--- config.mk ---
export PLATFORM = sky130hd
export DESIGN_NAME = multicycle_sequencer
export DESIGN_NICKNAME = d
export VERILOG_FILES = /design/src/rtl/rv_ctrl_pkg.sv /design/src/rtl/mem_wait_timer.sv /design/src/rtl/multicycle_sequencer.sv
export SDC_FILE = /design/constraint.sdc
export NUM_CORES = 1
export LEC_CHECK = 0
export CORE_MARGIN = 2
export CORE_UTILIZATION = 49
export CTS_BUF_LIST = sky130_fd_sc_hd__clkbuf_16
export CTS_CLUSTER_SIZE = 25
export DETAILED_ROUTE_END_ITERATION = 16
export PLACE_DENSITY = 0.89
export SETUP_SLACK_MARGIN = 0.3
export SYNTH_ARGS = -nofsm -noshare
export SYNTH_HDL_FRONTEND = slang
export SYNTH_SLANG_ARGS = --single-unit
--- constraint.sdc ---
create_clock -name clk -period 2.8 [get_ports clk]
set_clock_uncertainty 0.05 [all_clocks]
set_input_delay 0.56 -clock clk [delete_from_list [all_inputs] [get_ports clk]]
set_output_delay 0.56 -clock clk [all_outputs]
set_load 0.03 [all_outputs]
--- src/rtl/rv_ctrl_pkg.sv ---
// Shared encodings for the RV32 multi-cycle control path.
// Latency: n/a (types, constants and a pure decode function only).
// Backpressure: n/a.
package rv_ctrl_pkg;

    localparam logic [6:0] OP_R      = 7'b0110011;
    localparam logic [6:0] OP_I      = 7'b0010011;
    localparam logic [6:0] OP_LOAD   = 7'b0000011;
    localparam logic [6:0] OP_STORE  = 7'b0100011;
    localparam logic [6:0] OP_BRANCH = 7'b1100011;

    localparam logic [1:0] ALU_ADD   = 2'b00;
    localparam logic [1:0] ALU_BR    = 2'b01;
    localparam logic [1:0] ALU_RTYPE = 2'b10;
    localparam logic [1:0] ALU_ITYPE = 2'b11;

    typedef enum logic [2:0] {
        FETCH,
        DECODE,
        EXEC,
        MEM,
        WB,
        HALT
    } seq_state_t;

    typedef enum logic [2:0] {
        NONE,
        R,
        I,
        LOAD,
        STORE,
        BRANCH,
        ILL
    } instr_class_t;

    // Map the 7-bit major opcode onto an instruction class.
    function automatic instr_class_t decode_class(input logic [6:0] op);
        instr_class_t c;
        case (op)
            OP_R:      c = R;
            OP_I:      c = I;
            OP_LOAD:   c = LOAD;
            OP_STORE:  c = STORE;
            OP_BRANCH: c = BRANCH;
            default:   c = ILL;
        endcase
        return c;
    endfunction

endpackage

--- src/rtl/mem_wait_timer.sv ---
// Counts consecutive cycles a memory request waits without mem_ready; flags the abort cycle.
// Latency: timeout is combinational, asserted in the MEM_TIMEOUT-th unanswered request cycle.
// Backpressure: none; the count restarts whenever the request is answered, dropped or aborted.
module mem_wait_timer #(
    parameter int MEM_TIMEOUT = 16
) (
    input  logic clk,
    input  logic rst,
    input  logic waiting,
    input  logic ready,
    output logic timeout
);
    localparam int W = (MEM_TIMEOUT > 1) ? $clog2(MEM_TIMEOUT) : 1;
    localparam logic [W-1:0] LAST = W'(MEM_TIMEOUT - 1);

    // Number of unanswered request cycles already elapsed in the current access.
    logic [W-1:0] count;

    // The count holds elapsed waits, so the compare against MEM_TIMEOUT-1 fires on the
    // cycle that would make the total reach MEM_TIMEOUT.
    assign timeout = waiting && !ready && (count == LAST);

    // Clear outside a pending access (covers entry into FETCH/MEM), otherwise count waits.
    always_ff @(posedge clk) begin
        if (rst || !waiting || ready || timeout) begin
            count <= '0;
        end else begin
            count <= count + W'(1);
        end
    end

endmodule

--- src/rtl/multicycle_sequencer.sv ---
// Multi-cycle RV32 control FSM: FETCH/DECODE/EXEC/MEM/WB with datapath strobes and retire count.
// Latency (zero-wait memory): BRANCH 3, R/I/STORE 4, LOAD 5 cycles.
// Backpressure: stalls in FETCH/MEM until mem_ready; aborts the access after MEM_TIMEOUT waits.
module multicycle_sequencer
    import rv_ctrl_pkg::*;
#(
    parameter int MEM_TIMEOUT = 16,
    parameter int CNT_W       = 32,
    parameter bit HALT_ON_ILL = 1'b1
) (
    input  logic             clk,
    input  logic             rst,
    input  logic [6:0]       opcode,
    input  logic             mem_ready,
    output logic             mem_req,
    output logic             mem_addr_sel,
    output logic             ir_write,
    output logic             pc_write,
    output logic             RegWrite,
    output logic             ALU_Src,
    output logic             MemRead,
    output logic             MemWrite,
    output logic             MemToReg,
    output logic             Branch,
    output logic [1:0]       ALU_Op,
    output logic             retire,
    output logic [CNT_W-1:0] instret,
    output logic             illegal,
    output logic             bus_err,
    output logic             halted
);

    seq_state_t   state;
    seq_state_t   state_nxt;
    instr_class_t cls;
    instr_class_t dec_cls;
    logic         tmo;

    // ALU controls for a class; WB keeps them so the ALU result stays valid while written back.
    function automatic logic [2:0] alu_fields(input instr_class_t c);
        logic [2:0] f;
        case (c)
            R:           f = {ALU_RTYPE, 1'b0};
            I:           f = {ALU_ITYPE, 1'b1};
            LOAD, STORE: f = {ALU_ADD,   1'b1};
            BRANCH:      f = {ALU_BR,    1'b0};
            default:     f = {ALU_ADD,   1'b0};
        endcase
        return f;
    endfunction

    assign dec_cls = decode_class(opcode);

    mem_wait_timer #(
        .MEM_TIMEOUT(MEM_TIMEOUT)
    ) u_timer (
        .clk     (clk),
        .rst     (rst),
        .waiting (mem_req),
        .ready   (mem_ready),
        .timeout (tmo)
    );

    // State register.
    always_ff @(posedge clk) begin
        if (rst) begin
            state <= FETCH;
        end else begin
            state <= state_nxt;
        end
    end

    // Latch the instruction class once the IR is valid.
    always_ff @(posedge clk) begin
        if (rst) begin
            cls <= NONE;
        end else if (state == DECODE) begin
            cls <= dec_cls;
        end
    end

    // Retired-instruction counter, wraps naturally at 2^CNT_W.
    always_ff @(posedge clk) begin
        if (rst) begin
            instret <= '0;
        end else if (retire) begin
            instret <= instret + CNT_W'(1);
        end
    end

    // Next state plus strobe decode; strobes come from state/class, handshake pulses from mem_ready.
    always_comb begin
        state_nxt    = state;
        mem_req      = 1'b0;
        mem_addr_sel = 1'b0;
        ir_write     = 1'b0;
        pc_write     = 1'b0;
        RegWrite     = 1'b0;
        ALU_Src      = 1'b0;
        MemRead      = 1'b0;
        MemWrite     = 1'b0;
        MemToReg     = 1'b0;
        Branch       = 1'b0;
        ALU_Op       = ALU_ADD;
        retire       = 1'b0;
        illegal      = 1'b0;
        bus_err      = 1'b0;
        halted       = 1'b0;

        case (state)
            FETCH: begin
                mem_req = 1'b1;
                MemRead = 1'b1;
                if (mem_ready) begin
                    ir_write  = 1'b1;
                    pc_write  = 1'b1;
                    state_nxt = DECODE;
                end else if (tmo) begin
                    // PC is left alone so the same word is fetched again.
                    bus_err   = 1'b1;
                    state_nxt = FETCH;
                end
            end
            DECODE: begin
                if (dec_cls == ILL) begin
                    illegal   = 1'b1;
                    state_nxt = HALT_ON_ILL ? HALT : FETCH;
                end else begin
                    state_nxt = EXEC;
                end
            end
            EXEC: begin
                {ALU_Op, ALU_Src} = alu_fields(cls);
                case (cls)
                    R, I:        state_nxt = WB;
                    LOAD, STORE: state_nxt = MEM;
                    BRANCH: begin
                        Branch    = 1'b1;
                        retire    = 1'b1;
                        state_nxt = FETCH;
                    end
                    default:     state_nxt = FETCH;
                endcase
            end
            MEM: begin
                mem_req      = 1'b1;
                mem_addr_sel = 1'b1;
                ALU_Op       = ALU_ADD;
                ALU_Src      = 1'b1;
                MemRead      = (cls == LOAD);
                MemWrite     = (cls == STORE);
                if (mem_ready) begin
                    if (cls == LOAD) begin
                        state_nxt = WB;
                    end else begin
                        retire    = 1'b1;
                        state_nxt = FETCH;
                    end
                end else if (tmo) begin
                    bus_err   = 1'b1;
                    state_nxt = FETCH;
                end
            end
            WB: begin
                {ALU_Op, ALU_Src} = alu_fields(cls);
                RegWrite  = 1'b1;
                MemToReg  = (cls == LOAD);
                retire    = 1'b1;
                state_nxt = FETCH;
            end
            HALT: begin
                halted = 1'b1;
            end
            default: begin
                state_nxt = FETCH;
            end
        endcase

        // Nothing leaves the block during a reset cycle, whatever state it interrupts.
        if (rst) begin
            mem_req      = 1'b0;
            mem_addr_sel = 1'b0;
            ir_write     = 1'b0;
            pc_write     = 1'b0;
            RegWrite     = 1'b0;
            ALU_Src      = 1'b0;
            MemRead      = 1'b0;
            MemWrite     = 1'b0;
            MemToReg     = 1'b0;
            Branch       = 1'b0;
            ALU_Op       = ALU_ADD;
            retire       = 1'b0;
            illegal      = 1'b0;
            bus_err      = 1'b0;
            halted       = 1'b0;
        end
    end

endmodule
Word-level counts from Yosys, hierarchy flattened:

Index checks and enable logic that the tools add are counted.
W data, S select, Z words.

* output and inout port bits: 48
* logic and storage cells: 79
* bits in registers: 42
* input port bits: 10

* add/subtract/negate cells: 2
* muxes and demuxes: 44
* equal/unequal tests: 17
* reductions and logical operators: 12

Operators with widths (count)
* $add A32 B1 Y32 const B: 1
* $mux W1: 30
* $pmux W3 S5: 2
* $eq A3 B3 Y1 const B: 5
* $mux W3: 5
* $eq A7 B6 Y1 const B: 2
* $eq A3 B2 Y1 const B: 4
* $pmux W3 S4: 1
* $reduce_or A2 Y1: 4
* $eq A7 B2 Y1 const B: 1
* $eq A7 B5 Y1 const B: 1
* $eq A7 B7 Y1 const B: 1
* $eq A3 B1 Y1 const B: 2
* $pmux W3 S2: 1
* $add A4 B1 Y4 const B: 1
* $eq A4 B4 Y1 const B: 1
* $mux W2: 2
* $pmux W1 S2: 2
* $logic_not A3 Y1: 1
* $logic_or A1 B1 Y1: 3
* $pmux W1 S3: 1
* $logic_and A1 B1 Y1: 2
* $logic_not A1 Y1: 2

Depth between registers and ports, before layout:

Gate-level depths: netlist of run 1.

* depth after elaboration: 10
* mapped depth: 9
* depth with buffers taken out: 7

Cells and area by module:

Synthesis of run 1 repeated with hierarchy kept, for this count alone.

* cells, all modules: 282
* area, all modules: 2429.8 µm²

Modules (own cells, without submodules)
* multicycle_sequencer: area each 2263.4 µm², cells an instance 266, sequential area each 760.7 µm², times used 1
* mem_wait_timer: area each 166.4 µm², cells an instance 16, sequential area each 80.1 µm², times used 1

Worst setup path after synthesis of run 1:

OpenSTA, ideal clock, no wires.

* path kind: input -> output
* from: in rst
* to: out retire
* stages: 6
* arrival: 1.894 ns
* required time: 2.190 ns
* path slack: 0.296 ns
* path buffers: 1
* path through: nor2_1 > nand2_1 > inv_1 > nand3_1 > clkbuf_1 > nand2_1

* word-level cells in the longest chain between the ends: 1

RTL lines
* start: declaration: RTL line multicycle_sequencer.sv:12 `input logic rst,`
* $mux W1: RTL line multicycle_sequencer.sv:180 `if (rst) begin`
* end: declaration: RTL line multicycle_sequencer.sv:26 `output logic retire,`

No other way between the ends.

Worst setup path in the final report of run 1:

* from: reg state[2]
* to: out MemToReg

* word-level cells in the longest chain between the ends: 3

RTL lines
* start: declaration: RTL line multicycle_sequencer.sv:33 `seq_state_t state;`
* start signal: assignment: RTL line multicycle_sequencer.sv:69 `state <= state_nxt;`
* $eq A3 B3 Y1: RTL line multicycle_sequencer.sv:110 `case (state)`
* $mux W1: RTL line multicycle_sequencer.sv:110
* $mux W1: RTL line multicycle_sequencer.sv:180
* end: declaration: RTL line multicycle_sequencer.sv:23 `output logic MemToReg,`

No other way between the ends.

==> impl_summary.md, run 1 <==
Outcome
The run finished with clean final reports.

Critical path
The worst-path cell with the longest stage delay is dfxtp_1. In this design, the stage delay of the slowest critical-path cell is approximately 570 ps. The number of buffer and inverter instances along the worst setup path is 2. Among the stages of the critical path, the cell type that occurs most often is buf_4. Grouping stages by cell kind, the critical path spends the most delay in simple AND/OR/NAND/NOR gates.

Data arrives at the worst endpoint at ~1900 ps. The critical path class is register to primary output. Traced cell by cell, the critical path runs through or4b_4, buf_4, nor2_1, buf_4. The critical path capture point type is a primary output. The setup check on the worst reg-to-reg path leaves a slack of between 400 and 500 ps.

The kind of start point of the critical path is a register. At the worst endpoint, the required time is about 2200 ps. The largest fanout on the critical path is 11.

Drt
The final routed DRC violation total is 0. The first routing iteration left approximately 160 violations. The first-pass iteration count of the detailed router is 5.

The total routed wirelength is slightly above 6000 um. The routed length per placed instance is ~15 um. The routed via count divided by cell count is 5.83. In this run the remaining antenna-violating nets after routing total 0. The routed layout has between 2,000 and 2,500 vias.

Pwr
The part of the total power dissipated in the clock network is 0.406. Across the VDD grid, the largest voltage drop is ~0.32 mV. The total net switching power is 0.334 mW.

The internal portion of the total power is around 1 mW. In this run the power density over the cells is 427 nW/um^2. The part of the power in registers is 0.473. Summed over all cells, the static leakage comes to 1.10 nW. Of the total power, combinational logic draws 0.121. The share of total power consumed by net switching is 0.249.

Floorplan
For this configuration, the core starts out at a cell density of 0.516. The floorplan step set the die width to roughly 72 um. The core region area is about 4400 sq um. The number of cell rows is 24. 58 I/O pins were placed. The total die area is between 5000 and 6000 sq um. The floorplan step set the die height to a little over 70 um.

Global route
The number of global-route vias before repair is roughly 2,200. For met3 alone, demand over resource in global routing was 0.0500. Entering global routing, the biggest net connects 24 pins. The met1 track demand over resource is 0.298. met2 is the most crowded layer. The number of antenna violations at the first check in global routing is 0. The first global-routing pass estimated a little under 10,000 um of wire. The overall routing resource usage is 0.236. For met2 alone, demand over resource in global routing was 0.406.

The remaining global-route overflow is 0.

STA
Setup violations remaining at the end of the flow were counted as 0. Setup repair after global routing could not meet its margin everywhere. The minimum period implied by the final worst setup slack is approximately 2500 ps. The number of hold violations in the final report is 0. For this run, the top clock speed supported by timing is between 400 and 500 MHz. The total count of max-transition violations in the final report is 0.

The ratio of final minimum period to clock period is 0.880. For the pin with the worst max-slew slack, the measured transition is 526 ps. The final hold slack is about 420 ps. Measured against its own limit, the worst slew margin works out to 0.640.

Logic synthesis
After synthesis, the netlist uses 46 different library cells. Counting flops and latches in the post-synthesis netlist gives 42. The synthesized netlist occupies a cell area of between 2000 and 2500 sq um. For this run, the number of Yosys warnings is 0. The library cell with the largest summed area after synthesis is dfxtp_1.

The share of synthesized area in the top cell type comes to 0.366. By area the synthesized netlist is led by dfxtp_1, xnor2_1, nor2_1. The number of nets handed over by synthesis was just under 300.

The mean area per synthesized cell is slightly above 8 sq um. The predominant post-synthesis flop cell is dfxtp_1. The gate count after technology mapping is 280.

The number of synthesized flops with an enable pin is 0. The proportion of synthesized chip area in sequential cells is 0.366. The proportion of synthesized flip-flops having asynchronous set or reset is 0.

Final layout
The final standard cell area without fillers is between 3000 and 4000 sq um. 0 antenna diodes ended up in the layout. The count of filler cells inserted in the layout is 370. The fraction of layout cells with a size suffix above 1 is 0.156.

The area taken by multi-input logic gates is about 1400 sq um. The area growth from synthesis to final layout is 37.0%. At the end of the flow, the number of nets in the layout was between 300 and 400. Across the whole layout, storage elements account for around 840 sq um.

Place
In this run the cell area measured after placement is about 2900 sq um. The quantity of I/O buffers inserted on ports is 57. At the end of routability-driven placement, the weighted congestion stood at 0.838. The total half-perimeter wirelength after legalization and detailed placement is 4210 um.

Clocking
The clock transition at the registers of the reported paths is ~60 ps. TritonCTS built the clock tree. The number of buffers added by the clock tree synthesis step is 5. The clock latency on the worst-skew pair is between 200 and 300 ps. The total clock sinks is 42. Hold repair after CTS inserted 0 buffers.

The cell sitting at the root of the clock tree is a clkbuf_16. The clock passes through at most 2 buffers. In this run the number of H-tree levels came out at 2.

Job
The number of max-cap violations is 0.

Hold path
The class of the most critical hold timing path is register to register.
cell usage in the layout, fill, tap and decap left out, drive strengths merged, types with 3 or more instances in the layout:
master         instances
a2111oi                7
a211oi                 7
a21o                   5
a21oi                 18
and2                   6
and3                   6
and4                   4
buf                   36
clkbuf                 5
clkdlybuf4s50         39
dfxtp                 42
inv                   13
nand2                 21
nand3                 16
nand3b                 3
nand4                  6
nor2                  31
nor3                   3
o21a                   4
o21ai                 11
o31ai                  6
or3                    7
or4                    5
xnor2                 19
xor2                   3
power groups by stage:
stage,Clock [mW],Combinational [mW],Sequential (mW)
detailed placement,0,0.156,0.644
floorplan,0,0.107,0.634
finish,0.544,0.162,0.634
global placement,0,0.154,0.644
global route,0.577,0.175,0.638
CTS,0.551,0.160,0.632
sequential cells by signal (all words and copies together), names as in the netlist:
signal         count
instret           32
cls                3
state              3
u_timer.count      4
routing by layer:
metal	part of all wire	up-vias
li1	-	1161
met1	0.45	1102
met2	0.49	82
met3	0.049	11
met4	0.012	0
met5	0	-
stage by stage:
stage	total power [mW]	std cells	setup slack [ps]	TNS (ps)	utilization
after floorplan	0.741	280	380	0	-
after global placement	0.798	389	-14.8	-45.0	0.663
after detailed placement	0.801	389	-34.9	-118	0.663
after CTS	1.34	400	345	0	0.699
after global routing	1.39	404	286	0	0.707
final	1.34	404	337	0	0.707
cells by family after synthesis:
kind of cell             count (synthesis)  share of synthesized area
AO/OA/AOI/OAI                           68                      0.209
adder cells (fa/ha/maj)                  2                     0.0109
buffers and inverters                   25                     0.0447
flip-flops                              42                      0.366
XOR/XNOR                                22                     0.0840
AND/OR/NAND/NOR                        121                      0.285
worst paths after layout:
kind | start | to | cells past startpoint
max | state[2] | MemToReg | 4
min | u_timer.count[0] | u_timer.count[0] | 1
max reg2reg | state[1] | instret[21] | 6
min reg2reg | u_timer.count[0] | u_timer.count[0] | 1
cell usage after synthesis (3+ instances only):
master / count
a2111oi_0: 6
a211oi_1: 7
a21o_1: 5
a21oi_1: 18
and2_1: 6
and3_1: 6
and4_1: 4
clkbuf_1: 10
dfxtp_1: 42
inv_1: 12
nand2_1: 21
nand3_1: 16
nand3b_1: 3
nand4_1: 6
nor2_1: 31
nor3_1: 3
o21a_1: 3
o21ai_0: 9
o31ai_1: 6
or3_1: 7
or4_1: 5
xnor2_1: 19
xor2_1: 3
final cells by class:
class | instances | area share
Sequential cell | 42 | 0.268
Tap cell | 52 | 0.0207
Inverter | 12 | 0.0143
Clock inverter | 3 | 0.00398
Multi-Input combinational cell | 213 | 0.433
Timing Repair Buffer | 77 | 0.220
Clock buffer | 5 | 0.0398
timing repair:
action / 4_1_cts / 5_1_grt
setup endpoints to repair: 18 / 5
buffers inserted: 3 / 4
gates resized for setup: 4 / 5
pin swaps: 1 / 0
No activity file was read; power rests on OpenSTA's default activity.
==> inputs of run 2 (changes only) <==
clock period = 2.63 ns   (was 2.8 ns; I/O delays follow)
==> impl_summary.md, run 2 (same netlist as run 1, synthesis figures left out) <==
Final layout
The final standard cell area without fillers was 3350 sq um (+6.5%). The fraction of layout cells with a size suffix above 1 is 0.232 (+0.0760). The net count of the finished layout was 377 (+3.9%). The commonest non-fill, non-tap cell in the layout is buf_4. The number of non-filler instances in the completed layout is 418 (+3.5%). The count of filler cells inserted in the layout is 310 (-16%).

The flip-flop count of the largest register, all copies and words added is 32 (unchanged). The fraction of the core area covered by cells at the end of the flow is 0.753 (+0.0462). The number of diodes added for antenna fixing was 0 (unchanged). The area growth from synthesis to final layout is 45.9%. The register bank with the most flops is instret. The largest registers in the layout are instret: 32 flops, u_timer.count: 4 flops.

In the layout the commonest cells are buf_4, dfxtp_1, clkdlybuf4s50_1.

Place
The cell total after placement is 402 (+3.3%). The total half-perimeter wirelength after legalization and detailed placement came to 4340 um (+3.2%). The routability congestion estimate from global placement is 0.946 (+13%). The instance area at placement is 3030 sq um (+2.9%).

The quantity of I/O buffers inserted on ports is 57 (unchanged).

Critical path
The arrival time of the worst setup path was 1800 ps (-50 ps). The critical path class is primary input to primary output. The kind of start point of the critical path is a primary input.

The largest fanout on the critical path is 4 (-7). The worst endpoint required time came to 2050 ps (-140 ps). The critical path capture point type is a primary output.

Pwr
The areal power density over the cells is 472 nW/um^2 (+11%). The peak supply drop came to 0.322 mV (about the same). The part of the power in registers is 0.424 (-0.049). The internal power contribution is 1.19 mW (+19%). The combinational fraction of design power is 0.137 (+0.016).

The share of total power consumed by net switching is 0.243 (-0.00558). The cell leakage power is 1.21 nW (+11%). The part of the total power dissipated in the clock network is 0.439 (+0.033). The total net switching power is 0.384 mW (+15%).

The total power after layout is 1.58 mW (+18%).

STA
The smallest clock period supported by the final layout is computed as 2370 ps. For this run, the top clock speed supported by timing is 421 MHz. The worst slew margin relative to its limit is 0.588 (-0.0519). Setup repair after global routing could not meet its margin everywhere. The total count of max-transition violations in the final report was 0 (unchanged). The slew at the pin closest to its max-slew limit is 602 ps (+75.9 ps).

The final hold slack was 417 ps (-1.98 ps). The total of endpoints with negative setup slack in the final report is 0 (unchanged). The ratio of final minimum period to clock period is 0.903. The number of hold violations in the final report is 0 (unchanged).

Job
The number of max-cap violations is 0 (unchanged).

Drt
The first-pass iteration count of the detailed router is 4 (-1). The residual antenna-violating net count after detailed routing was 0 (unchanged). The total routed wirelength is 6660 um (+10%). The violation count after the first detailed-routing iteration was 175 (+6.7%).

The routed via count divided by cell count is 6.07 (+4.2%). The total number of vias is 2,539 (+7.8%). The routed length per placed instance was 15.9 um (+6.6%).

The final routed DRC violation total was 0 (unchanged).

Outcome
The flow ran to the end, and the final reports show no timing, DRC or antenna violations.

Floorplan
The number of cell rows is 24 (unchanged). The effective utilization at floorplan is 0.516 (unchanged). The chip width is 72.4 um (unchanged).

The height of the die is 72.4 um (unchanged). The core region area is 4440 sq um (unchanged). The total die area is 5250 sq um (unchanged). The count of boundary I/O pins is 58 (unchanged).

Hold path
The class of the most critical hold timing path is register to register.

Clocking
The clock latency on the worst-skew pair was 280 ps (about the same). TritonCTS built the clock tree. The number of buffers added by the clock tree synthesis step is 5 (unchanged).

The largest buffer count on any clock path is 2 (unchanged). The H-tree level count was 2 (unchanged). The total clock sinks came to 42 (unchanged).

CTS placed an instance of clkbuf_16 at the clock tree root. The clock transition at the registers of the reported paths came to 60 ps (about the same).

Global route
The largest net degree at the start of global routing was 23 (-4.2%). The number of global-route vias before repair is 2,314 (+6.8%). The remaining global-route overflow came to 0 (unchanged). The first-pass GRT wire length is 10,400 um (+5.7%). The overall routing resource usage came to 0.248 (+0.0120). The number of antenna violations at the first check in global routing is 0 (unchanged).
==> run 2: cell count changes in the layout (fill, tap and decap cells not counted), sizes merged <==
cell and change:
buf +15, inv -1, dlygate4sd2 +4, dlymetal6s2s +1, clkdlybuf4s50 -6, bufinv +1
==> run 2: metal layers <==
layer | track usage | wire (um)
met3 | 0.0528 | 424
met4 | 0.109 | 206
met1 | 0.298 | 2690
met2 | 0.426 | 3340
met5 | 0 | 0
==> run 2: critical path: stages <==
cell	delay, ps
buf_2	140
or4b_4	570
o21a_4	240
buf_6	130
nand2_4	70
buf_6	130
==> run 2: power by group through the flow <==
stage               Clock [mW]  Combinational (mW)  Sequential, mW
finish                   0.694               0.216           0.670
global route             0.728               0.231           0.672
CTS                      0.699               0.194           0.668
detailed placement           0               0.183           0.681
global placement             0               0.180           0.681
floorplan                    0               0.114           0.675
==> run 2: path summary, 6_finish.rpt <==
check,cells after the start,slack (ps),to,startpoint
max reg2reg,6,340,instret[17],state[2]
max,6,260,retire,rst
min,1,420,u_timer.count[0],u_timer.count[0]
min reg2reg,1,420,u_timer.count[0],u_timer.count[0]
==> run 2: final cells by class <==
cell class	count	area, sq um	share of cell area
clock inverters	3	40.0	0.0120
repair buffers	91	791	0.236
flip-flops and latches	42	851	0.254
clock buffers	5	125	0.0374
well taps	52	65.1	0.0194
inverters	12	45.0	0.0135
multi-input cells	213	1430	0.428
==> run 2: per-stage QoR <==
stage | TNS (ps) | worst slack (ps)
floorplan | 0 | 374
global placement | -1980 | -136
detailed placement | -3540 | -256
CTS | 0 | 281
global route | 0 | 251
finish | 0 | 256
==> run 2: what timing repair did <==
action / in CTS / in global routing
resized for setup: 19 / 20
hold buffers: 0 / 0
setup endpoints to repair: 40 / 15
hold endpoints to repair: 0 / 0
setup buffers: 4 / 4
pin swaps: 4 / 1
